## src/rtl/reg_file_pkg.sv

```systemverilog
// Shared constants and byte-lane / address helpers for the reg_file storage block.
package reg_file_pkg;

    localparam int unsigned DEF_DATA_W = 8;
    localparam int unsigned DEF_DEPTH  = 8;

    // Widest entry the merge helper handles; callers extend into it and truncate back.
    localparam int unsigned MAX_DATA_W = 256;
    localparam int unsigned MAX_STRB_W = MAX_DATA_W / 8;

    function automatic logic [MAX_DATA_W-1:0] strb_merge(
        input logic [MAX_DATA_W-1:0] old_val,
        input logic [MAX_DATA_W-1:0] new_val,
        input logic [MAX_STRB_W-1:0] strb
    );
        logic [MAX_DATA_W-1:0] res;
        res = old_val;
        for (int unsigned i = 0; i < MAX_STRB_W; i++) begin
            if (strb[i]) begin
                res[8*i +: 8] = new_val[8*i +: 8];
            end
        end
        return res;
    endfunction

    function automatic logic addr_valid(
        input logic [31:0] addr,
        input int unsigned depth,
        input logic        zero_reg
    );
        return (addr < depth) && !(zero_reg && (addr == 32'd0));
    endfunction

endpackage

```

## src/rtl/reg_file_rd_port.sv

```systemverilog
// One combinational read mux: range check, zero-register masking and, when
// REG_FILE_BYPASS_EN is defined, same-cycle forwarding of the merged write data.
module reg_file_rd_port
    import reg_file_pkg::*;
#(
    parameter int unsigned DATA_W   = DEF_DATA_W,
    parameter int unsigned DEPTH    = DEF_DEPTH,
    parameter int unsigned ZERO_REG = 0,
    localparam int unsigned ADDR_W  = $clog2(DEPTH)
) (
    input  logic [DATA_W-1:0] mem [DEPTH],
`ifdef REG_FILE_BYPASS_EN
    input  logic              wr_valid,
    input  logic [ADDR_W-1:0] waddr,
    input  logic [DATA_W-1:0] wr_merged,
`endif
    input  logic [ADDR_W-1:0] raddr,
    output logic [DATA_W-1:0] rdata
);

    always_comb begin
        rdata = '0;
        if ((32'(raddr) < DEPTH) && !((ZERO_REG != 0) && (raddr == '0))) begin
            rdata = mem[raddr];
        end
`ifdef REG_FILE_BYPASS_EN
        // wr_valid already excludes clr, out-of-range and the zero register
        if (wr_valid && (raddr == waddr)) begin
            rdata = wr_merged;
        end
`endif
    end

endmodule

```

## src/rtl/reg_file.sv

```systemverilog
// DEPTH x DATA_W register file: one byte-strobed write port, two combinational
// read ports, sync clear, written-flag bitmap. Optional bypass: REG_FILE_BYPASS_EN.
module reg_file
    import reg_file_pkg::*;
#(
    parameter int unsigned DATA_W   = DEF_DATA_W,
    parameter int unsigned DEPTH    = DEF_DEPTH,
    parameter int unsigned ZERO_REG = 0,
    localparam int unsigned ADDR_W  = $clog2(DEPTH),
    localparam int unsigned STRB_W  = DATA_W / 8
) (
    input  logic              clk,
    input  logic              rst,
    input  logic              we,
    input  logic [ADDR_W-1:0] waddr,
    input  logic [DATA_W-1:0] wdata,
    input  logic [STRB_W-1:0] wstrb,
    input  logic              clr,
    input  logic [ADDR_W-1:0] raddr0,
    output logic [DATA_W-1:0] rdata0,
    input  logic [ADDR_W-1:0] raddr1,
    output logic [DATA_W-1:0] rdata1,
    output logic [DEPTH-1:0]  wr_flags
);

    logic [DATA_W-1:0] mem [DEPTH];
    logic              wr_valid;
    logic [DATA_W-1:0] wr_old;
    logic [DATA_W-1:0] wr_merged;

    always_comb begin
        wr_valid = we && !clr && (wstrb != '0)
                   && addr_valid(32'(waddr), DEPTH, ZERO_REG != 0);
        wr_old = '0;
        if (32'(waddr) < DEPTH) begin
            wr_old = mem[waddr];
        end
        wr_merged = DATA_W'(strb_merge(MAX_DATA_W'(wr_old), MAX_DATA_W'(wdata),
                                       MAX_STRB_W'(wstrb)));
    end

    always_ff @(posedge clk or posedge rst) begin
        if (rst) begin
            for (int unsigned i = 0; i < DEPTH; i++) begin
                mem[i] <= '0;
            end
            wr_flags <= '0;
        end else if (clr) begin
            for (int unsigned i = 0; i < DEPTH; i++) begin
                mem[i] <= '0;
            end
            wr_flags <= '0;
        end else if (wr_valid) begin
            mem[waddr]      <= wr_merged;
            wr_flags[waddr] <= 1'b1;
        end
    end

    reg_file_rd_port #(
        .DATA_W   (DATA_W),
        .DEPTH    (DEPTH),
        .ZERO_REG (ZERO_REG)
    ) u_rd0 (
        .mem       (mem),
`ifdef REG_FILE_BYPASS_EN
        .wr_valid  (wr_valid),
        .waddr     (waddr),
        .wr_merged (wr_merged),
`endif
        .raddr     (raddr0),
        .rdata     (rdata0)
    );

    reg_file_rd_port #(
        .DATA_W   (DATA_W),
        .DEPTH    (DEPTH),
        .ZERO_REG (ZERO_REG)
    ) u_rd1 (
        .mem       (mem),
`ifdef REG_FILE_BYPASS_EN
        .wr_valid  (wr_valid),
        .waddr     (waddr),
        .wr_merged (wr_merged),
`endif
        .raddr     (raddr1),
        .rdata     (rdata1)
    );

endmodule
```

## config.mk

```make
export PLATFORM = sky130hd
export DESIGN_NAME = reg_file
export DESIGN_NICKNAME = d
export VERILOG_FILES = /design/src/rtl/reg_file_pkg.sv /design/src/rtl/reg_file_rd_port.sv /design/src/rtl/reg_file.sv
export SDC_FILE = /design/constraint.sdc
export NUM_CORES = 1
export LEC_CHECK = 0
export CORE_MARGIN = 2
export CORE_UTILIZATION = 59
export DETAILED_ROUTE_END_ITERATION = 6
export GPL_ROUTABILITY_DRIVEN = 1
export PLACE_DENSITY_LB_ADDON = 0.2
export SLEW_MARGIN = 20
export SYNTH_ARGS = -nofsm -noshare
export SYNTH_HDL_FRONTEND = slang
export SYNTH_SLANG_ARGS = --single-unit
```

## constraint.sdc

```tcl
create_clock -name clk -period 3.4 [get_ports clk]
set_input_delay 0.68 -clock clk [delete_from_list [all_inputs] [get_ports clk]]
set_output_delay 0.68 -clock clk [all_outputs]
set_load 0.005 [all_outputs]
```

==> metrics.md, run 1 <==
| Metric | Value |
|---|---|
| Status | complete, no violations |
| Synth Register Bits | 72 |
| Critical Path AT | 2.43 ns |
| Die area | 7210 um2 |
| Starting Density | 60.8% |
| Post-Syn Nets | 278 |
| Unrepaired setup endpoints after global routing | no |
| Int Pwr | 1.26 mW |
| Core Box Area | 6350 um2 |
| Worst Slack Setup Final | 0.295 ns |
| Worst Setup SP | raddr0[1] |
| Multi-input gate area | 1910 um2 |
| Combinational power share | 12.8% |
| Die W | 84.9 um |
| Crit Path Max Fanout | 8 |
| NumNets Final | 336 |
| Slew HR | 58.7% |
| Worst hold path type | reg -> reg |
| Sw Pwr | 0.442 mW |
| Fmax | 322 MHz |
| Min cycle time layout | 3.11 ns |
| RR Startpoint | mem[0] |
| Fin cells | 396 |
| Syn Inst Count | 256 |
| Routed Antenna Nets | 0 |
| Setup CP Type | in -> out |
| Port Buffer Count | 45 |
| Area Growth Syn to Fin | 22.0% |
| Post-Syn Area | 3860 um2 |
| CTS clk-pin slew, worst paths | 0.08 ns |
| Sw frac | 26.0% |
| Ys Warns | 0 |
| Via Count | 2,732 |
| Slew Limit Fails | 0 |
| First-pass GRT wire length | 15,900 um |
| Final hold vios | 0 |
| DR pass1 iterations | 4 |
| H-tree depth | 3 |
| Clock Skew | 0 ns |
| Syn Area/Cell | 15.1 um2 |
| Max Cap Viol | 0 |
| CTS root buffer | clkbuf_8 |
| GP Congestion | 0.790 |
| Final wirelength | 10,000 um |
| Vias in the first global route | 2,882 |
| GRT overflow | 0 |
| HPWL after DPL | 6580 um |
| Worst Setup End Kind | primary output |
| Final number of setup-violating endpoints | 0 |
| CTS max path bufs | 2 |
| Worst Max-Slew Pin Slew | 0.618 ns |
| CTS buffer count | 9 |
| Worst-Skew Late Latency | 0.34 ns |
| HP Start | wr_flags[3] |
| IO Pins | 46 |
| Avg WL per Cell | 25.3 um |
| Setup crit start kind | input port |
| Fillcell total | 424 |
| Floorplan row count | 29 |
| Starting DRT DRC Count | 221 |
| Sequential share of the synthesized area | 46.7% |
| CTS tree | done |
| Flop pwr share | 52.0% |
| Post-CTS Setup Inserts | 0 |
| Distinct cell type count after synthesis | 26 |
| LEAKAGE | 2.24 nW |
| CTS Sinks | 72 |
| Layout cell share with drive strength beyond 1 | 18.8% |
| Placed Cells | 378 |
| Die height | 84.9 um |
| Clock share of power | 35.2% |
| Pin count of the biggest net entering global routing | 38 |
| Worst EP required | 2.72 ns |
| Power per cell area | 361 nW/um2 |
| Period utilisation layout | 91.3% |
| Post-route DRC | 0 |
| Sequential standard cell area | 1800 um2 |
| DP Worst Slack | 0.0294 ns |
| Final setup TNS | 0 ns |
| VDD IR-drop max | 311 uV |
| Diodes inserted | 0 |
| Antenna violations before repair | 0 |
| Routed vias/inst | 6.90 |
| Total GRT Usage | 29.6% |
[sequential cells by signal (all words and copies together) (netlist names)]
signal / flops
mem: 64
wr_flags: 8
[power groups by stage]
| stage | Sequential (mW) | Clock, mW | Combinational [mW] |
|---|---|---|---|
| floorplan | 0.895 | 0 | 0.119 |
| global placement | 0.897 | 0 | 0.206 |
| detailed placement | 0.899 | 0 | 0.210 |
| CTS | 0.883 | 0.603 | 0.210 |
| global route | 0.885 | 0.639 | 0.232 |
| finish | 0.883 | 0.598 | 0.218 |
[cells in the mapped netlist, drive strengths merged]
master   number  share of area [%]
inv           6               0.58
nor3b         1               0.32
a31oi         2               0.88
nor2b        11                1.8
nand4b        1               0.23
a22o         32                7.3
mux4         32                 22
nand2         4               0.39
and3b         1               0.23
and3          2               0.32
dfrtp        72                 47
buf          12                2.6
nor2          2               0.19
a21o          4               0.78
nor4bb        1               0.42
clkbuf        6               0.58
mux2         16                4.7
o2bb2ai      32                7.3
a21oi         6                1.1
nand2b        9                1.5
o21ai         4               0.52
[worst max-delay path: stages]
cell,delay [ns]
dlymetal6s2s_1,0.23
clkbuf_16,0.23
mux4_1,0.56
mux2_2,0.28
clkdlybuf4s50_1,0.44
[cells by family (layout without fill, tap and decap cells)]
| kind of cell | count (synthesis) | count (layout) | synth area share (%) |
|---|---|---|---|
| buffers and inverters | 24 | 87 | 3.76 |
| and+or+nand+nor | 32 | 32 | 5.35 |
| DFF | 72 | 72 | 46.7 |
| muxes | 48 | 48 | 26.5 |
| AOI/OAI and AO/OA | 80 | 80 | 17.8 |
[through the flow]
stage          cell area (um2)  hold slack (ns)  power, mW  util (%)
5_1_grt                   4710            0.512       1.76      74.2
2_1_floorplan             3860            0.461       1.01         -
3_5_place_dp              4480            0.465       1.11      70.6
3_3_place_gp              4480            0.464       1.10      70.6
6_report                  4710            0.491       1.70      74.2
4_1_cts                   4650            0.494       1.70      73.3
[path summary, 6_finish.rpt]
check,endpoint,slack [ns],depth (start not counted)
hold reg to reg,wr_flags[3],0.49,1
min in group asynchronous,wr_flags[7],0.63,2
max in group asynchronous,mem[46],2.18,3
setup / recovery,rdata0[2],0.29,5
hold / removal,wr_flags[3],0.49,1
setup reg to reg,mem[0],2.66,1
[layout make-up]
type	count	area share [%]
inverters	6	0.478
multi-input cells	160	40.6
clock inverters	6	0.744
clock buffers	10	2.92
repair buffers	65	14.9
flip-flops and latches	72	38.3
well taps	77	2.05
[timing repair]
item                       in CTS  in global routing
resized for setup               0                  2
hold buffers                    0                  0
setup endpoints to repair       0                  3
[cells in the final DEF (no fill, tap or decap), types with 2 or more instances in the layout]
cell | netlist | layout
clkdlybuf4s50_1 | 0 | 43
clkbuf_16 | 0 | 2
o2bb2ai_1 | 32 | 32
nand2_1 | 4 | 4
and3_1 | 2 | 2
clkbuf_8 | 0 | 10
buf_12 | 2 | 5
dfrtp_1 | 72 | 72
a21o_1 | 4 | 4
a21oi_1 | 3 | 3
a22o_1 | 32 | 32
nor2_1 | 2 | 2
mux4_1 | 32 | 32
nand2b_1 | 9 | 9
clkinv_2 | 0 | 4
a21oi_2 | 3 | 3
dlymetal6s2s_1 | 0 | 2
nor2b_1 | 11 | 11
o21ai_0 | 4 | 4
mux2_2 | 16 | 16
buf_4 | 0 | 13
inv_1 | 6 | 5
clkinvlp_4 | 0 | 2
[per-layer routing]
metal | global-route usage, % | wire (um)
met1 | 41.5 | 4040
met2 | 46.5 | 4870
met3 | 4.18 | 803
met4 | 14.3 | 296
met5 | 0 | 0
(Power assumes the default switching activity.)
==> run 2: changes to the inputs <==
- ABC_AREA: unset -> 1
==> metrics.md, run 2 <==
| Metric | Value |
|---|---|
| Floorplan row count | 32 (+10%) |
| Syn Inst Count | 739 (+190%) |
| Area Growth Syn to Fin | 18.1% |
| Most flop-heavy register | mem |
| Setup CP Type | in -> out |
| H-tree depth | 3 (unchanged) |
| Sw frac | 29.9% (+3.9 points) |
| Setup crit start kind | input port |
| Ys flop type | dfrtp_1 |
| Sw Pwr | 0.621 mW (+40%) |
| Flop pwr share | 42.3% (-9.7 points) |
| Distinct cell type count after synthesis | 19 (-27%) |
| NumNets Final | 801 (+140%) |
| Die height | 93.9 um (+11%) |
| Biggest registers after layout | mem x64, wr_flags x8 |
| Starting DRT DRC Count | 781 (+250%) |
| Multi-input gate area | 2560 um2 (+34%) |
| Die W | 93.9 um (+11%) |
| Slew Limit Fails | 0 (unchanged) |
| CTS buffer count | 9 (unchanged) |
| IO Pins | 46 (unchanged) |
| Clock share of power | 38.5% (+3.3 points) |
| Status | complete, no violations |
| Power consumption | 2.08 mW (+22%) |
| Worst EP required | 2.72 ns (about the same) |
| Period utilisation layout | 99.0% (+7.6 points) |
| Avg WL per Cell | 19.2 um (-24%) |
| Antenna violations before repair | 0 (unchanged) |
| Critical Path AT | 2.68 ns (+0.25 ns) |
| First-pass GRT wire length | 27,400 um (+72%) |
| Via Count | 5,562 (+100%) |
| CTS tree | done |
| Starting Density | 61.3% (+0.54 points) |
| Sequential share of the synthesized area | 37.8% (-8.9 points) |
| Post-synth top area share | 37.8% (-8.9 points) |
| Top cells by count, synth | nand2_1, nand3_1, o21ai_0, dfrtp_1, a21oi_1 |
| Port Buffer Count | 45 (unchanged) |
| GRT overflow | 0 (unchanged) |
| CTS clk-pin slew, worst paths | 0.08 ns (about the same) |
| Vias in the first global route | 5,370 (+86%) |
| Unrepaired setup endpoints after global routing | no |
| Final number of setup-violating endpoints | 0 (unchanged) |
| Syn Area/Cell | 6.45 um2 (-57%) |
| CTS max path bufs | 2 (unchanged) |
| DR pass1 iterations | 6 (+2) |
| Ys async rst share | 100% (unchanged) |
| Power per cell area | 369 nW/um2 (+2.3%) |
| Post-synth EDFFs | 0 (unchanged) |
| CTS root buffer | clkbuf_8 |
| Post-Syn Area | 4760 um2 (+23%) |
| Routed vias/inst | 6.28 (-9.0%) |
| Most instantiated library cell after synthesis | nand2_1 |
| Fmax | 297 MHz (-7.7%) |
| Worst Setup End Kind | primary output |
| Yosys top cell by area | dfrtp_1 |
| VDD IR-drop max | 363 uV (+17%) |
| Fillcell total | 642 (+51%) |
| CTS Sinks | 72 (unchanged) |
| Worst Max-Slew Pin Slew | 0.765 ns (+0.147 ns) |
| Diodes inserted | 0 (unchanged) |
| GP Congestion | 1.01 (+27%) |
| Final setup TNS | 0 ns (unchanged) |
| Final wirelength | 17,000 um (+70%) |
| Leading cell type in the layout, fill and taps excluded | nand2_1 |
| Core Box Area | 7770 um2 (+22%) |
| Die area | 8810 um2 (+22%) |
| Max Cap Viol | 0 (unchanged) |
| Post-route DRC | 0 (unchanged) |
| HPWL after DPL | 10,900 um (+65%) |
| Routed Antenna Nets | 0 (unchanged) |
| Max reg flops | 64 (unchanged) |
| Pin count of the biggest net entering global routing | 48 (+26%) |
| Combinational power share | 19.3% (+6.5 points) |
| Worst-Skew Late Latency | 0.35 ns (about the same) |
| Clock Skew | 0.0114 ns (+0.0114 ns) |
| Synth Register Bits | 72 (unchanged) |
| Crit Path Max Fanout | 23 (+15) |
| Most frequent cells in the layout | nand2_1, nand3_1, o21ai_0, dfrtp_1, a21oi_1 |
| Layout cell share with drive strength beyond 1 | 8.67% (-10 points) |
| Sequential standard cell area | 1800 um2 (unchanged) |
| Post-Syn Nets | 761 (+170%) |
| LEAKAGE | 2.81 nW (+25%) |
| CTS Hold Bufs | 0 (unchanged) |
| Int Pwr | 1.46 mW (+16%) |
| Ys Warns | 0 (unchanged) |
| Worst hold path type | reg -> reg |
| Slew HR | 49.0% (-9.7 points) |
| Total GRT Usage | 40.7% (+11 points) |
| Min cycle time layout | 3.36 ns (+0.260 ns) |
| Final hold vios | 0 (unchanged) |
| Synth top area cells | dfrtp_1, nand2_1, nand3_1 |
==> run 2: changes by cell type in the layout (fill, tap and decap cells not counted), moves of 51 or more <==
cell / delta
a21oi_1: +55
o21ai_0: +84
nand3_1: +96
nor2_1: +54
inv_1: +51
nand2_1: +222
==> run 2: power by group through the flow <==
stage / clock, mW / combinational [mW] / sequential, mW
finish: 0.799 / 0.400 / 0.877
global placement: 0 / 0.374 / 0.893
global route: 0.828 / 0.430 / 0.879
detailed placement: 0 / 0.383 / 0.894
floorplan: 0 / 0.221 / 0.891
CTS: 0.789 / 0.387 / 0.877
==> run 2: final cells by class <==
class	instances	area share, %
Clock inverter	6	1.60
Multi-Input combinational cell	565	45.5
Clock buffer	10	2.45
Timing Repair Buffer	70	12.1
Inverter	61	4.07
Sequential cell	72	32.0
Tap cell	102	2.27
==> run 2: logic make-up after synthesis <==
family,share of synthesized area (%)
compound gates,17.9
buf+inv,8.43
flops,37.8
simple gates,35.9
==> run 2: routing by layer <==
layer  GRT usage, %  up-vias  wire, um
li1               -     2489         -
met1           52.0     2536      6340
met2           63.8      422      7600
met3           10.3      115      2180
met4           21.1        0       870
met5              0        -         0
==> run 2: repair_timing <==
| item | 4_1_cts | 5_1_grt |
|---|---|---|
| buffers inserted | 0 | 0 |
| setup endpoints to repair | 0 | 1 |
| gates resized for setup | 0 | 1 |
==> run 2: stage by stage <==
| stage | instance area (um2) | cells | hold WS, ns | setup WS [ns] | utilization (%) |
|---|---|---|---|---|---|
| after floorplan | 4760 | 739 | 0.450 | 0.895 | - |
| after global placement | 5390 | 870 | 0.464 | 0.178 | 69.4 |
| after detailed placement | 5390 | 870 | 0.465 | 0.134 | 69.4 |
| after CTS | 5620 | 886 | 0.485 | 0.0504 | 72.4 |
| after global routing | 5630 | 886 | 0.523 | 0.0307 | 72.4 |
| final | 5630 | 886 | 0.485 | 0.0354 | 72.4 |
==> run 2: path summary, 6_finish.rpt <==
path | from | endpoint | slack [ns] | depth (start not counted)
min reg2reg | mem[55] | mem[55] | 0.49 | 2
max reg2reg | mem[35] | mem[27] | 1.98 | 7
max | raddr0[1] | rdata0[5] | 0.04 | 6
min in group asynchronous | rst | wr_flags[1] | 0.71 | 2
min | mem[55] | mem[55] | 0.49 | 2
max in group asynchronous | rst | mem[39] | 2.03 | 3
==> run 2: worst max-delay path: stages <==
cell and delay, ns:
clkdlybuf4s50_1 0.49, buf_4 0.32, o21ai_0 0.17, o21ai_0 0.30, o21a_1 0.20, clkdlybuf4s50_1 0.52
==> run 3: changes to the inputs <==
- ABC_AREA: 1 -> 0
==> results of run 3 <==
Same layout as run 1: the final DEF is identical, and so are final timing and power.
